<file path="src/rtl/fft_addr_gen_pkg.sv">
// -----------------------------------------------------------------------------
// fft_addr_gen_pkg
//   Shared constants for the radix-2 DIT FFT datapath.
//   FFT_STAGE : log2 of the transform size; default LOG2N of the sequencer
//   FFT_BITS  : datapath sample width used by the butterfly / LUT blocks
//   FFT_N     : transform size derived from FFT_STAGE
//   GAP_W     : width of the inter-stage drain counter (gaps of 0..255 cycles)
// -----------------------------------------------------------------------------
package fft_addr_gen_pkg;

  localparam int FFT_STAGE = 4;
  localparam int FFT_BITS  = 16;
  localparam int FFT_N     = 1 << FFT_STAGE;
  localparam int GAP_W     = 8;

endpackage : fft_addr_gen_pkg

</file>
<file path="src/rtl/fft_bit_reverse.sv">
// -----------------------------------------------------------------------------
// fft_bit_reverse
//   Purely combinational WIDTH-bit reverser, used to generate the
//   bit-reversed load order in front of the in-place FFT.
//   Ports:
//     value    in  WIDTH  natural-order index
//     reversed out WIDTH  value with its bit order mirrored
// -----------------------------------------------------------------------------
module fft_bit_reverse #(
  parameter int WIDTH = 4
) (
  input  logic [WIDTH-1:0] value,
  output logic [WIDTH-1:0] reversed
);

  for (genvar i = 0; i < WIDTH; i++) begin : g_rev
    assign reversed[i] = value[WIDTH-1-i];
  end

endmodule : fft_bit_reverse

</file>
<file path="src/rtl/fft_addr_gen.sv">
// -----------------------------------------------------------------------------
// fft_addr_gen
//   Address / twiddle sequencer for the in-place radix-2 DIT FFT. After a
//   start pulse it walks every stage s and butterfly j, presenting one
//   registered beat per accepted cycle: operand addresses addr_a/addr_b and
//   the twiddle LUT index. Downstream stall freezes it; an optional drain gap
//   of STAGE_GAP idle cycles separates stages.
//
//   Optional feature: define FFT_ADDR_GEN_BITREV_EN to insert a LOAD phase of
//   N beats (addr_a = bitrev(k)) between IDLE and RUN.
//
//   Ports:
//     clk         in   rising-edge clock
//     rst         in   asynchronous active-high reset
//     start       in   begin transform, sampled only in IDLE
//     stall       in   downstream not ready; freezes LOAD/RUN/GAP
//     busy        out  transform in progress (through DONE)
//     valid       out  addr_a/addr_b/tw_index carry a live beat
//     addr_a      out  top operand address
//     addr_b      out  bottom operand address (addr_a + 2^s)
//     tw_index    out  twiddle LUT index, MSB always 0
//     stage       out  current stage s
//     stage_last  out  beat is the last of its stage (or of LOAD)
//     done        out  one-cycle pulse after the final beat is accepted
// -----------------------------------------------------------------------------
module fft_addr_gen
  import fft_addr_gen_pkg::*;
#(
  parameter int LOG2N     = FFT_STAGE,
  parameter int STAGE_GAP = 0
) (
  input  logic             clk,
  input  logic             rst,
  input  logic             start,
  input  logic             stall,
  output logic             busy,
  output logic             valid,
  output logic [LOG2N-1:0] addr_a,
  output logic [LOG2N-1:0] addr_b,
  output logic [LOG2N:0]   tw_index,
  output logic [LOG2N-1:0] stage,
  output logic             stage_last,
  output logic             done
);

  localparam int N    = 1 << LOG2N;
  localparam int HALF = N / 2;

  localparam logic [2:0] ST_IDLE = 3'd0;
  localparam logic [2:0] ST_LOAD = 3'd1;
  localparam logic [2:0] ST_RUN  = 3'd2;
  localparam logic [2:0] ST_GAP  = 3'd3;
  localparam logic [2:0] ST_DONE = 3'd4;

  localparam logic [LOG2N-1:0] ONE      = LOG2N'(1);
  localparam logic [LOG2N-1:0] J_LAST   = LOG2N'(HALF - 1);
  localparam logic [LOG2N-1:0] S_LAST   = LOG2N'(LOG2N - 1);
  localparam logic [GAP_W-1:0] GAP_LAST = GAP_W'(STAGE_GAP - 1);
  localparam bit               HAS_GAP  = (STAGE_GAP > 0);

  // State and counters. j doubles as the LOAD index k (0..N-1), hence LOG2N bits.
  logic [2:0]       state_q, state_d;
  logic [LOG2N-1:0] s_q, s_d;
  logic [LOG2N-1:0] j_q, j_d;
  logic [GAP_W-1:0] gap_q, gap_d;

  // Next values of the registered outputs.
  logic             busy_d, valid_d, stage_last_d, done_d;
  logic [LOG2N-1:0] addr_a_d, addr_b_d, stage_d;
  logic [LOG2N:0]   tw_index_d;

  // Beat math scratch.
  logic [LOG2N-1:0] h, pos, grp, beat_a, tw;

`ifdef FFT_ADDR_GEN_BITREV_EN
  localparam logic [LOG2N-1:0] K_LAST = LOG2N'(N - 1);
  logic [LOG2N-1:0] rev_k;

  fft_bit_reverse #(.WIDTH(LOG2N)) u_bit_reverse (
    .value    (j_d),
    .reversed (rev_k)
  );
`endif

  // ---------------------------------------------------------------------------
  // State register. Outputs are registered here from their next values so
  // every output, including the async-reset value, comes straight off a flop.
  // ---------------------------------------------------------------------------
  // NOTE: sequential state uses non-blocking assignments so every flop samples
  // pre-edge values regardless of statement order.
  always_ff @(posedge clk or posedge rst) begin
    if (rst) begin
      state_q    <= ST_IDLE;
      s_q        <= '0;
      j_q        <= '0;
      gap_q      <= '0;
      busy       <= 1'b0;
      valid      <= 1'b0;
      addr_a     <= '0;
      addr_b     <= '0;
      tw_index   <= '0;
      stage      <= '0;
      stage_last <= 1'b0;
      done       <= 1'b0;
    end else begin
      state_q    <= state_d;
      s_q        <= s_d;
      j_q        <= j_d;
      gap_q      <= gap_d;
      busy       <= busy_d;
      valid      <= valid_d;
      addr_a     <= addr_a_d;
      addr_b     <= addr_b_d;
      tw_index   <= tw_index_d;
      stage      <= stage_d;
      stage_last <= stage_last_d;
      done       <= done_d;
    end
  end

  // ---------------------------------------------------------------------------
  // Next-state logic. A stall leaves every *_d equal to its *_q, which is what
  // freezes both the counters and the registered outputs.
  // ---------------------------------------------------------------------------
  // NOTE: every signal driven here gets a default first, so no path can infer
  // a latch.
  always_comb begin
    state_d = state_q;
    s_d     = s_q;
    j_d     = j_q;
    gap_d   = gap_q;

    case (state_q)
      ST_IDLE: begin
        if (start) begin
`ifdef FFT_ADDR_GEN_BITREV_EN
          state_d = ST_LOAD;
`else
          state_d = ST_RUN;
`endif
          s_d   = '0;
          j_d   = '0;
          gap_d = '0;
        end
      end

`ifdef FFT_ADDR_GEN_BITREV_EN
      ST_LOAD: begin
        if (!stall) begin
          if (j_q == K_LAST) begin
            state_d = ST_RUN;
            j_d     = '0;
          end else begin
            j_d = j_q + ONE;
          end
        end
      end
`endif

      ST_RUN: begin
        if (!stall) begin
          if (j_q == J_LAST) begin
            j_d = '0;
            if (s_q == S_LAST) begin
              state_d = ST_DONE;
            end else if (HAS_GAP) begin
              state_d = ST_GAP;
              gap_d   = '0;
            end else begin
              s_d = s_q + ONE;
            end
          end else begin
            j_d = j_q + ONE;
          end
        end
      end

      ST_GAP: begin
        if (!stall) begin
          if (gap_q == GAP_LAST) begin
            state_d = ST_RUN;
            s_d     = s_q + ONE;
            gap_d   = '0;
          end else begin
            gap_d = gap_q + 1'b1;
          end
        end
      end

      ST_DONE: begin
        state_d = ST_IDLE;
        s_d     = '0;
      end

      default: begin
        state_d = ST_IDLE;
        s_d     = '0;
        j_d     = '0;
        gap_d   = '0;
      end
    endcase
  end

  // ---------------------------------------------------------------------------
  // Output logic, evaluated on the next state so the registered outputs line
  // up with the beat the counters will hold after the edge.
  // For h = 2^s: butterfly j sits in group j>>s at offset j&(h-1); groups are
  // 2h apart, and the twiddle step is N/(2h), i.e. pos << (LOG2N-1-s).
  // ---------------------------------------------------------------------------
  always_comb begin
    h      = ONE << s_d;
    pos    = j_d & (h - ONE);
    grp    = j_d >> s_d;
    beat_a = (grp << (s_d + ONE)) | pos;
    tw     = pos << (S_LAST - s_d);

    busy_d       = (state_d != ST_IDLE);
    done_d       = (state_d == ST_DONE);
    valid_d      = 1'b0;
    addr_a_d     = '0;
    addr_b_d     = '0;
    tw_index_d   = '0;
    stage_d      = '0;
    stage_last_d = 1'b0;

    case (state_d)
      ST_RUN: begin
        valid_d      = 1'b1;
        addr_a_d     = beat_a;
        addr_b_d     = beat_a + h;
        tw_index_d   = {1'b0, tw};
        stage_d      = s_d;
        stage_last_d = (j_d == J_LAST);
      end
      ST_GAP: begin
        stage_d = s_d;
      end
`ifdef FFT_ADDR_GEN_BITREV_EN
      ST_LOAD: begin
        valid_d      = 1'b1;
        addr_a_d     = rev_k;
        stage_last_d = (j_d == K_LAST);
      end
`endif
      default: ;
    endcase
  end

endmodule : fft_addr_gen
</file>
<file path="config.mk">
export PLATFORM = sky130hd
export DESIGN_NAME = fft_addr_gen
export DESIGN_NICKNAME = d
export VERILOG_FILES = /design/src/rtl/fft_addr_gen_pkg.sv /design/src/rtl/fft_bit_reverse.sv /design/src/rtl/fft_addr_gen.sv
export SDC_FILE = /design/constraint.sdc
export NUM_CORES = 1
export LEC_CHECK = 0
export BUFFER_PORTS_ARGS = -buffer_cell sky130_fd_sc_hd__buf_2
export CAP_MARGIN = 20
export CORE_UTILIZATION = 33
export CTS_BUF_LIST = sky130_fd_sc_hd__clkbuf_4 sky130_fd_sc_hd__clkbuf_8
export CTS_CLUSTER_SIZE = 14
export DETAILED_ROUTE_END_ITERATION = 7
export PLACE_DENSITY_LB_ADDON = 0.3
export SYNTH_ARGS = -nofsm -noshare
export SYNTH_HDL_FRONTEND = slang
export SYNTH_SLANG_ARGS = --single-unit
</file>
<file path="constraint.sdc">
create_clock -name clk -period 6.46 [get_ports clk]
set_clock_uncertainty 0.1 [all_clocks]
set_input_delay 1.292 -clock clk [delete_from_list [all_inputs] [get_ports clk]]
set_output_delay 1.292 -clock clk [all_outputs]
set_load 0.1 [all_outputs]
</file>
# --- After elaboration in Yosys (flattened, before gate mapping) ---
# Index checks and enable logic that the tools add are counted.
word_totals:
  latch_bits: 0
  register_bits: 40
  romBits: 0
  n_memories: 0
  ramBits: 0
  elab_cells: 72
op_classes:
  n_mul: 0
  eq_ne: 12
  mux: 28
  magnitude_cmp: 0
  n_shift: 4
  add_sub_neg: 7
  bitwise_logic: 3
  div_mod_pow: 0
  n_reduce_logical: 6
op_table:
  columns: ["cell", "count"]
  rows:
  - ["$mux 4", 13]
  - ["$mux 8", 3]
  - ["$pmux 4 s3", 2]
  - ["$pmux 8 s3", 1]
  - ["$mux 3", 6]
  - ["$add 4x1->4 const B", 3]
  - ["$eq 3x2->1 const B", 4]
  - ["$pmux 3 s3", 1]
  - ["$add 8x1->8 const B", 1]
  - ["$eq 4x3->1 const B", 2]
  - ["$eq 8x8->1 const B", 1]
  - ["$shl 4x4->4", 2]
  - ["$eq 3x3->1 const B", 2]
  - ["$reduce_or 2->1", 3]
  - ["$add 4x4->4", 1]
  - ["$and 4x4->4", 1]
  - ["$eq 4x2->1 const B", 1]
  - ["$ne 2x2->1 const B", 2]
  - ["$or 4x4->4", 1]
  - ["$shl 1x4->4 const A", 1]
  - ["$shr 4x4->4", 1]
  - ["$sub 2x4->4 const A", 1]
  - ["$sub 4x1->4 const B", 1]
  - ["$logic_not 3->1", 1]
  - ["4 further kinds", 5]

# --- Depth between registers and ports, before layout ---
# Gate-level depths: netlist of run 1.
depth:
  word_depth: 11
  depth_mapped: 18

# --- Worst setup path before layout of run 1 ---
# Ideal clock, no wire load.
synth_path:
  path_type: "input -> register"
  start: "input stall"
  end: "register addr_b[3]"
  setup_ns: 0.127
  path_buffers: 0
  cell_stages: 17
  t_required_ns: 6.233
  path_slack_ns: 1.956
  arrival_ns: 4.277
  path_cell_list: "nand4bb_1 -> o21ai_0 -> a31oi_1 -> a21oi_2 -> inv_2 -> nor2_1 -> nand2_1 -> ha_1 -> nor2_1 -> a31oi_1 -> inv_1 -> ha_1 -> a21o_1 -> a21oi_1 -> xnor2_1 -> o21ai_0 -> nor3b_2"
synth_between:
  elab_chain_cells: 8
  elab_cells_between_ends: 18
synth_lines:
  columns: ["item", "line_no", "source"]
  rows:
  - ["start: declaration", "fft_addr_gen.sv:35", "input logic stall,"]
  - ["$mux 4 (on tied branches)", "fft_addr_gen.sv:179, fft_addr_gen.sv:161", null]
  - ["$pmux 4 s3 (*)", "fft_addr_gen.sv:133", "case (state_q)"]
  - ["net s_d[1]", "fft_addr_gen.sv:63", "logic [LOG2N-1:0] s_q, s_d;"]
  - ["branches (longest 4 deep; another with $add 4x1->4)", null, null]
  - ["$add 4x4->4 (*)", "fft_addr_gen.sv:230", "addr_b_d = beat_a + h;"]
  - ["$mux 4 (*)", "fft_addr_gen.sv:226", "case (state_d)"]
  - ["net addr_b_d[3]", "fft_addr_gen.sv:69", "logic [LOG2N-1:0] addr_a_d, addr_b_d, stage_d;"]
  - ["end signal: assignment", "fft_addr_gen.sv:113", "addr_b <= addr_b_d;"]
  - ["end: declaration", "fft_addr_gen.sv:39", "output logic [LOG2N-1:0] addr_b,"]
# Mark *: on every way through the listed nets, which the timed path passes.
# A chain may end at the register's enable or synchronous reset.

# --- Worst setup path in the final report of run 1 ---
# Same ends and word-level chain as after synthesis.

==> results of run 1 <==
==> worst paths after layout <==
check / slack, ns / cells past startpoint / to / start
max: 1.64 / 18 / addr_b[3] / stall
min: 0.43 / 1 / gap_q[6] / gap_q[6]
max reg2reg: 2.20 / 16 / addr_b[3] / state_q[0]
min reg2reg: 0.43 / 1 / gap_q[6] / gap_q[6]
max in group asynchronous: 4.90 / 3 / state_q[2] / rst
min in group asynchronous: 1.01 / 3 / valid / rst
==> area by class of cell <==
cell class              count  area, sq um  share of cell area
multi-input cells         168         1140               0.457
clock inverters             3         20.0             0.00806
flip-flops and latches     39          976               0.393
well taps                  77         96.3              0.0388
clock buffers               5         68.8              0.0277
repair buffers             24          123              0.0493
inverters                  16         65.1              0.0262
==> metal layers <==
layer | global-route usage | vias up | routed length, um
li1 | - | 868 | -
met1 | 0.202 | 838 | 2250
met2 | 0.230 | 44 | 2240
met3 | 0.0267 | 10 | 213
met4 | 0.0632 | 0 | 82
met5 | 0 | - | 0
==> state kept, by name, summed over array words and instances, names as in the netlist <==
register / count
gap_q: 8
addr_a: 4
addr_b: 4
j_q: 4
s_q: 4
stage: 4
tw_index: 4
state_q: 3
busy: 1
done: 1
stage_last: 1
valid: 1
==> stage by stage <==
| stage | utilization | setup WS (ns) | std cells | hold WS, ns | area (sq um) |
|---|---|---|---|---|---|
| floorplan | - | 1.96 | 227 | 0.382 | 2200 |
| global placement | 0.375 | 1.46 | 324 | 0.410 | 2400 |
| detailed placement | 0.375 | 1.33 | 324 | 0.419 | 2400 |
| CTS | 0.389 | 1.66 | 332 | 0.432 | 2480 |
| global route | 0.389 | 1.17 | 332 | 0.465 | 2480 |
| finish | 0.389 | 1.64 | 332 | 0.433 | 2480 |
==> cell families (layout without fill, tap and decap cells) <==
kind of cell,Yosys count,count (layout),synth area share
XOR/XNOR,8,8,0.0318
buffers and inverters,20,48,0.0420
flip-flops,39,39,0.443
multiplexers,1,1,0.00454
AO/OA/AOI/OAI,50,50,0.152
other,1,1,0.00170
adder cells (fa/ha/maj),9,9,0.0545
AND/OR/NAND/NOR,99,99,0.271
==> synth_stat cells (all sizes together) (2+ instances only) <==
| master | number | share of area |
|---|---|---|
| or3 | 4 | 0.012 |
| dfrtp | 39 | 0.44 |
| nand3 | 8 | 0.018 |
| o21bai | 2 | 0.0068 |
| o22a | 2 | 0.0085 |
| xor2 | 3 | 0.012 |
| and3 | 5 | 0.015 |
| buf | 3 | 0.011 |
| nor2 | 23 | 0.043 |
| and4bb | 2 | 0.011 |
| a21oi | 14 | 0.033 |
| and4 | 2 | 0.0085 |
| a31oi | 4 | 0.014 |
| nand2 | 19 | 0.033 |
| nor4 | 4 | 0.018 |
| nand4 | 5 | 0.017 |
| nor3 | 5 | 0.011 |
| a21o | 2 | 0.0068 |
| xnor2 | 5 | 0.020 |
| nor3b | 4 | 0.020 |
| and2 | 2 | 0.0057 |
| ha | 8 | 0.045 |
| inv | 15 | 0.026 |
| nor2b | 3 | 0.0085 |
| or4 | 3 | 0.014 |
| o22ai | 2 | 0.0057 |
| nand2b | 3 | 0.0085 |
| o21ai | 12 | 0.027 |
| and2b | 2 | 0.0074 |
==> summary.txt, run 1 <==
Run status
  – Outcome: finished, final reports clean

Critical path
  – Max incr delay on CP: 0.45 ns
  – Critical-path top delay cell: a21oi_2
  – Worst-path fanout max: 10
  – Arr. time, crit path: 4.90 ns
  – CP Capture Type: flip-flop
  – Type of the worst setup path: primary input to flip-flop
  – CP cell instances: buf_2, nand4bb_1, o21ai_0, a31oi_1, a21oi_2, inv_2, nor2_1, nand2_1, ha_1, nor2_1, a31oi_1, inv_1, ha_1, a21o_1, a21oi_1, xnor2_1, o21ai_0, nor3b_2
  – Crit path launch type: primary input
  – Worst EP required: 6.55 ns
  – CP Buf/Inv Count: 3
  – Crit path max-delay family: compound AO/OA/AOI/OAI gates

Finish
  – ANT cells: 0
  – Commonest non-fill, non-tap cells in the layout: 39 x dfrtp_1, 23 x buf_2, 22 x nor2_1
  – Commonest non-fill, non-tap cell in the layout: dfrtp_1
  – Filler cell count: 648
  – Share of layout cells above drive strength 1: 0.216
  – Nets: 267
  – P&R area growth vs syn: 12.7%

Place
  – Gpl congestion: 0.919
  – Post-DP HPWL: 3520 um
  – Input/output buffers: 23

Clock network
  – Clock Latency Late Sink: 0.30 ns
  – CTS tree: done
  – Root buf cell: clkbuf_8
  – Clk buf depth: 2
  – CTS Hold Bufs: 0
  – Post CTS Setup Buffer Count: 0
  – CTS resizes: 0
  – CTS H-Tree Depth: 2
  – Clk pin slew, worst setup/hold paths: 0.08 ns
  – CTS Buf Count: 5
  – CTS sink cnt: 39

Global route
  – GRT Util Overall: 0.148
  – Initial antenna violation count: 0
  – Total grt overflow: 0
  – First-pass GRT wire length: 8240 um
  – Largest net degree at the start of global routing: 40
  – Vias in the first global route: 1687

Drt
  – 1st-pass router iterations: 4
  – ANT nets after route: 0
  – Iter 0 DRT Violations: 128
  – DR vias/cell: 5.30
  – Average wire per standard cell: 14.4 um
  – DRT Wirelength: 4790 um
  – Number of vias in the routed layout: 1760
  – DRC viols: 0

Timing
  – Setup violators final: 0
  – Final period util: 0.745
  – Final min period: 4.82 ns
  – Fmax: 208 MHz
  – Slew HR: 0.504
  – RSZ-0062 raised after global routing: false
  – Worst-margin pin slew: 0.736 ns
  – Setup TNS: 0 ns
  – Max Slew Vio Count: 0
  – Final hold violations: 0

Floorplan
  – Row cnt: 29
  – Core Area: 0.00639 sq mm
  – DIE WIDTH: 83.7 um
  – Die area: 0.00701 sq mm
  – Initial Util: 0.345
  – Die height: 83.7 um
  – Top Ports: 25

Hold path
  – Worst hold path class: flip-flop to flip-flop

Synth
  – Ys flop type: dfrtp_1
  – Yosys warnings: 0
  – Synthesized instance count: 227
  – Number of flops mapped to enable cells by yosys: 0
  – Yosys cell types: 68
  – Flops & latches, synth: 39
  – Ys async rst share: 1.00
  – Syn_nets: 240
  – Mean Syn Cell Area: 9.71 sq um
  – Sequential fraction of the synthesis area: 0.443
  – Mapped Area: 0.00220 sq mm

Run
  – Total of max-cap violations: 0
Power of run 1 is not shown: default switching activity piles up to over one toggle a cycle in this logic, so the estimate is an artifact.
==> inputs of run 2 (changes only) <==
==> constraint.sdc (replaced) <==
create_clock -name clk -period 4.85 [get_ports clk]
set_clock_uncertainty 0.1 [all_clocks]
set_input_delay 0.97 -clock clk [delete_from_list [all_inputs] [get_ports clk]]
set_output_delay 0.97 -clock clk [all_outputs]
set_load 0.1 [all_outputs]
==> run 2 against run 1 <==
  * Sequential share of layout area decreased by 0.72 points
  * Flip-flop and latch count did not move
  * Setup slack got worse by 1.3 ns
  * Worst hold slack worse by 0.0034 ns
  * Non-clock buffer count rose by 3
  * Global-route usage rose by 0.12 points
  * First-iteration DRC count rose by 27%
  * Register-to-register slack worse by 1.7 ns
  * Clock-buffer cell count stayed put
  * Die area stayed put
  * Critical path depth is 1 lower
  * Wire length shrank 1.7%
  * Critical path type unchanged
  * Largest cell class unchanged
  * Highest routed layer unchanged
==> summary.txt, run 2 (synthesis gave the netlist of run 1 again) <==
Floorplan
  – Die area: 0.00701 sq mm (unchanged)
  – DIE WIDTH: 83.7 um (unchanged)
  – Row cnt: 29 (unchanged)
  – Core Area: 0.00639 sq mm (unchanged)
  – Die height: 83.7 um (unchanged)
  – Initial Util: 0.345 (unchanged)
  – Top Ports: 25 (unchanged)

Finish
  – Share of layout cells above drive strength 1: 0.225 (+0.00912)
  – Commonest non-fill, non-tap cells in the layout: 39 x dfrtp_1, 23 x buf_2, 22 x nor2_1
  – Filler cell count: 641 (-1.1%)
  – ANT cells: 0 (unchanged)
  – Nets: 270 (+1.1%)
  – Largest Register: gap_q
  – P&R area growth vs syn: 14.8%
  – Commonest non-fill, non-tap cell in the layout: dfrtp_1
  – Max FFs per register: 8 (unchanged)
  – Finished Core Util: 0.396 (+0.00725)

Critical path
  – Arr. time, crit path: 4.55 ns (-0.35 ns)
  – Critical-path top delay cell: and4bb_1
  – Type of the worst setup path: primary input to flip-flop
  – Worst EP required: 4.94 ns (-1.61 ns)
  – Crit path max-delay family: simple AND/OR/NAND/NOR gates
  – Crit path launch type: primary input
  – CP cell instances: buf_2, and4bb_1, nand4_1, and3b_1, or2_1, nor2_1, nand2_1, ha_1, nor2_1, a31oi_1, inv_1, ha_1, a21o_1, a21oi_1, xnor2_1, o21ai_0, nor3b_2
  – Worst-path fanout max: 9 (-1)
  – Max incr delay on CP: 0.36 ns (-0.09 ns)
  – R2r worst-path depth: 16 (unchanged)
  – CP Buf/Inv Count: 2 (-1)
  – Total stage count of the critical path: 17 (-1)
  – CP Capture Type: flip-flop

Drt
  – Number of vias in the routed layout: 1795 (+2.0%)
  – DR vias/cell: 5.36 (+1.1%)
  – Average wire per standard cell: 14.1 um (-2.6%)
  – Iter 0 DRT Violations: 163 (+27%)
  – DRT Wirelength: 4710 um (-1.7%)
  – 1st-pass router iterations: 4 (unchanged)
  – ANT nets after route: 0 (unchanged)
  – DRC viols: 0 (unchanged)

Timing
  – Final period util: 0.920
  – Slew HR: 0.661 (+0.157)
  – Setup TNS: 0 ns (unchanged)
  – RSZ-0062 raised after global routing: false
  – Setup violators final: 0 (unchanged)
  – Worst-margin pin slew: 0.508 ns (-0.228 ns)
  – Max Slew Vio Count: 0 (unchanged)
  – Fmax: 224 MHz
  – Final hold violations: 0 (unchanged)
  – Final min period: 4.46 ns

Place
  – Gpl congestion: 0.852 (-7.3%)
  – Post-DP HPWL: 3540 um (+0.66%)
  – Input/output buffers: 23 (unchanged)

Clock network
  – Root buf cell: clkbuf_8
  – Clk buf depth: 2 (unchanged)
  – CTS Buf Count: 5 (unchanged)
  – Post CTS Setup Buffer Count: 0 (unchanged)
  – CTS Hold Bufs: 0 (unchanged)
  – CTS H-Tree Depth: 2 (unchanged)
  – CTS resizes: 0 (unchanged)
  – Clock Latency Late Sink: 0.30 ns (about the same)
  – CTS tree: done
  – Clk pin slew, worst setup/hold paths: 0.08 ns (about the same)
  – CTS sink cnt: 39 (unchanged)

Global route
  – Initial antenna violation count: 0 (unchanged)
  – Total grt overflow: 0 (unchanged)
  – GRT Util Overall: 0.149 (+0.00120)
  – Largest net degree at the start of global routing: 40 (unchanged)
  – First-pass GRT wire length: 8390 um (+1.8%)
  – Vias in the first global route: 1776 (+5.3%)

Hold path
  – Worst hold path class: flip-flop to flip-flop
  – WHS Path Cells: 1 (unchanged)

Run status
  – Outcome: finished, final reports clean

Run
  – Total of max-cap violations: 0 (unchanged)
==> run 2: worst reg2reg max path: cells and delay by family, from the launching register on <==
| kind | cells | cell delay [ns] |
|---|---|---|
| XOR/XNOR | 1 | 0.15 |
| AND/OR/NAND/NOR | 8 | 1.86 |
| AO/OA/AOI/OAI | 4 | 0.77 |
| buffers and inverters | 1 | 0.09 |
| adder cells (fa/ha/maj) | 2 | 0.59 |
| flip-flops | 1 | 0.66 |
==> run 2: metal layers <==
| metal | track usage | part of all wire | vias to the layer above |
|---|---|---|---|
| met5 | 0 | 0 | - |
| met3 | 0.0356 | 0.060 | 6 |
| li1 | - | - | 876 |
| met1 | 0.211 | 0.49 | 863 |
| met4 | 0.0478 | 0.013 | 0 |
| met2 | 0.225 | 0.43 | 50 |
==> run 2: cell type report <==
class	instances	area, sq um	share of cell area
Multi-Input combinational cell	168	1140	0.449
Sequential cell	39	976	0.386
Timing Repair Buffer	27	145	0.0573
Tap cell	77	96.3	0.0381
Clock buffer	5	68.8	0.0272
Inverter	16	65.1	0.0257
Clock inverter	3	43.8	0.0173
==> run 2: metrics by stage <==
stage	worst slack [ns]	area, sq um	cells	hold WS [ns]
floorplan	0.668	2200	227	0.382
finish	0.386	2530	335	0.430
detailed placement	0.0505	2420	327	0.419
global route	0.0364	2530	335	0.464
CTS	0.358	2530	335	0.437
global placement	0.0630	2420	327	0.412
==> run 2: final timing paths <==
kind	start	slack, ns	to
setup / recovery	stall	0.39	addr_b[3]
hold / removal	gap_q[1]	0.43	gap_q[1]
setup reg to reg	state_q[0]	0.53	addr_b[3]
hold reg to reg	gap_q[1]	0.43	gap_q[1]
max in group asynchronous	rst	3.62	busy
min in group asynchronous	rst	0.67	tw_index[3]
Power of run 2 is left out for the same reason.
==> inputs of run 3 (changes only) <==
--- a/config.mk
+++ b/config.mk
@@ -5,13 +5,13 @@
 export SDC_FILE = /design/constraint.sdc
 export NUM_CORES = 1
 export LEC_CHECK = 0
-export BUFFER_PORTS_ARGS = -buffer_cell sky130_fd_sc_hd__buf_2
+export BUFFER_PORTS_ARGS = -buffer_cell sky130_fd_sc_hd__buf_4
 export CAP_MARGIN = 20
 export CORE_UTILIZATION = 33
 export CTS_BUF_LIST = sky130_fd_sc_hd__clkbuf_4 sky130_fd_sc_hd__clkbuf_8
 export CTS_CLUSTER_SIZE = 14
 export DETAILED_ROUTE_END_ITERATION = 7
-export PLACE_DENSITY_LB_ADDON = 0.3
+export SLEW_MARGIN = 25
 export SYNTH_ARGS = -nofsm -noshare
 export SYNTH_HDL_FRONTEND = slang
 export SYNTH_SLANG_ARGS = --single-unit
==> run 3 against run 2 <==
  * Flip-flop and latch count is the same
  * Setup slack gained 0.0073 ns
  * Critical path depth stayed put
  * Sequential share of layout area down 0.62 points
  * Via count decreased by 0.28%
  * Global-route usage hardly changed
  * Fmax is 0.16% higher
  * Worst hold slack worse by 0.0029 ns
  * Die area is the same
  * Core utilization rose by 0.65 points
  * Register-to-register slack barely moved
  * Non-clock buffer count increased by 1
  * Critical endpoint unchanged
  * Highest routed layer unchanged
==> summary.txt, run 3 (synthesis gave the netlist of run 1 again) <==
Run status
  – Outcome: finished, final reports clean

Drt
  – ANT nets after route: 0 (unchanged)
  – DR vias/cell: 5.33 (-0.58%)
  – DRC viols: 0 (unchanged)
  – Average wire per standard cell: 14.5 um (+2.9%)
  – Iter 0 DRT Violations: 109 (-33%)
  – DRT Wirelength: 4870 um (+3.2%)
  – Number of vias in the routed layout: 1790 (-0.28%)
  – 1st-pass router iterations: 4 (unchanged)

Global route
  – Initial antenna violation count: 0 (unchanged)
  – Largest net degree at the start of global routing: 40 (unchanged)
  – GRT Util Overall: 0.149 (about the same)
  – Vias in the first global route: 1748 (-1.6%)
  – Total grt overflow: 0 (unchanged)
  – First-pass GRT wire length: 8450 um (+0.74%)

Finish
  – Largest Register: gap_q
  – Share of layout cells above drive strength 1: 0.228 (+0.00299)
  – P&R area growth vs syn: 16.7%
  – Nets: 271 (+0.37%)
  – Max FFs per register: 8 (unchanged)
  – Non-filler cells, final: 336 (+0.30%)
  – Commonest non-fill, non-tap cells in the layout: 39 x dfrtp_1, 28 x buf_4, 22 x nor2_1
  – Commonest non-fill, non-tap cell in the layout: dfrtp_1
  – Finished Core Util: 0.403 (+0.00646)
  – ANT cells: 0 (unchanged)
  – Finished Cell Area: 0.00257 sq mm (+1.6%)
  – Filler cell count: 629 (-1.9%)

Critical path
  – CP cell instances: buf_4, and4bb_1, nand4_1, and3b_1, or2_1, nor2_1, nand2_1, ha_1, nor2_1, a31oi_1, inv_1, ha_1, a21o_1, a21oi_1, xnor2_1, o21ai_0, nor3b_2
  – Worst EP required: 4.94 ns (about the same)
  – Critical-path top delay cell: or2_1
  – Type of the worst setup path: primary input to flip-flop
  – Crit path launch type: primary input
  – Max incr delay on CP: 0.36 ns (about the same)
  – CP Capture Type: flip-flop
  – Worst-path fanout max: 9 (unchanged)
  – Arr. time, crit path: 4.54 ns (about the same)

Clock network
  – CTS Buf Count: 5 (unchanged)
  – CTS sink cnt: 39 (unchanged)
  – CTS Hold Bufs: 0 (unchanged)
  – Clk buf depth: 2 (unchanged)
  – CTS resizes: 0 (unchanged)
  – CTS H-Tree Depth: 2 (unchanged)
  – Clk pin slew, worst setup/hold paths: 0.09 ns (about the same)
  – Clock Latency Late Sink: 0.30 ns (about the same)
  – CTS tree: done
  – Root buf cell: clkbuf_8
  – Post CTS Setup Buffer Count: 0 (unchanged)

Timing
  – Final hold violations: 0 (unchanged)
  – Final period util: 0.919 (-0.00150)
  – Setup violators final: 0 (unchanged)
  – Setup TNS: 0 ns (unchanged)
  – RSZ-0062 raised after global routing: false
  – Max Slew Vio Count: 0 (unchanged)
  – Worst-margin pin slew: 0.505 ns (-0.00329 ns)
  – Slew HR: 0.663 (+0.00219)
  – Fmax: 224 MHz (+0.16%)
  – Final min period: 4.46 ns (-0.00729 ns)

Place
  – Input/output buffers: 23 (unchanged)
  – DP Area: 0.00248 sq mm (+2.7%)
  – Post-DP HPWL: 3620 um (+2.3%)
  – Gpl congestion: 0.868 (+1.8%)
  – Post-Place Cells: 328 (+0.31%)

Floorplan
  – Row cnt: 29 (unchanged)
  – Die area: 0.00701 sq mm (unchanged)
  – Core Area: 0.00639 sq mm (unchanged)
  – Die height: 83.7 um (unchanged)
  – DIE WIDTH: 83.7 um (unchanged)
  – Initial Util: 0.345 (unchanged)
  – Top Ports: 25 (unchanged)

Run
  – Total of max-cap violations: 0 (unchanged)

Hold path
  – Worst hold path class: flip-flop to flip-flop
run 3: changes by cell type in the layout (fill, tap and decap cells not counted), sizes merged:
| cell | previous run | this run |
|---|---|---|
| clkinvlp | 0 | 2 |
| clkinv | 3 | 2 |
| bufinv | 1 | 0 |
| buf | 27 | 28 |
run 3: critical path, delay by kind of cell:
family                   cells  cell delay [ns]
AND/OR/NAND/NOR              8             1.81
XOR/XNOR                     1             0.18
AO/OA/AOI/OAI                4             0.79
buffers and inverters        2             0.22
adder cells (fa/ha/maj)      2             0.59
run 3: per-layer routing:
layer  GRT usage  wire length, um  vias up  part of all wire
li1            -                -      876                 -
met1       0.211             2360      856              0.49
met2       0.225             2220       53              0.46
met3      0.0307              203        5             0.042
met4      0.0524               79        0             0.016
met5           0                0        -                 0
run 3: layout make-up:
class,count,area [sq um],area share
clock buffer,5,68.8,0.0268
clock inverter,3,20.0,0.00778
timing repair buffer,28,210,0.0817
sequential,39,976,0.379
multi-input combinational,168,1140,0.442
inverter,16,65.1,0.0253
tap,77,96.3,0.0375
run 3: metrics by stage:
step	hold WS, ns	worst slack (ns)
after global placement	0.417	0.327
after CTS	0.433	0.415
final	0.427	0.394
after floorplan	0.382	0.668
after detailed placement	0.420	0.0894
after global routing	0.463	0.0492
run 3: path summary, 6_finish.rpt:
check                            from   endpoint  slack [ns]  depth (start not counted)
setup / recovery                stall  addr_b[3]        0.39                         17
hold / removal               gap_q[0]   gap_q[0]        0.43                          1
setup reg to reg           state_q[0]  addr_b[3]        0.53                         16
hold reg to reg              gap_q[0]   gap_q[0]        0.43                          1
max in group asynchronous         rst   gap_q[3]        3.60                          3
min in group asynchronous         rst  addr_a[2]        0.68                          3
Power of run 3 is left out for the same reason.
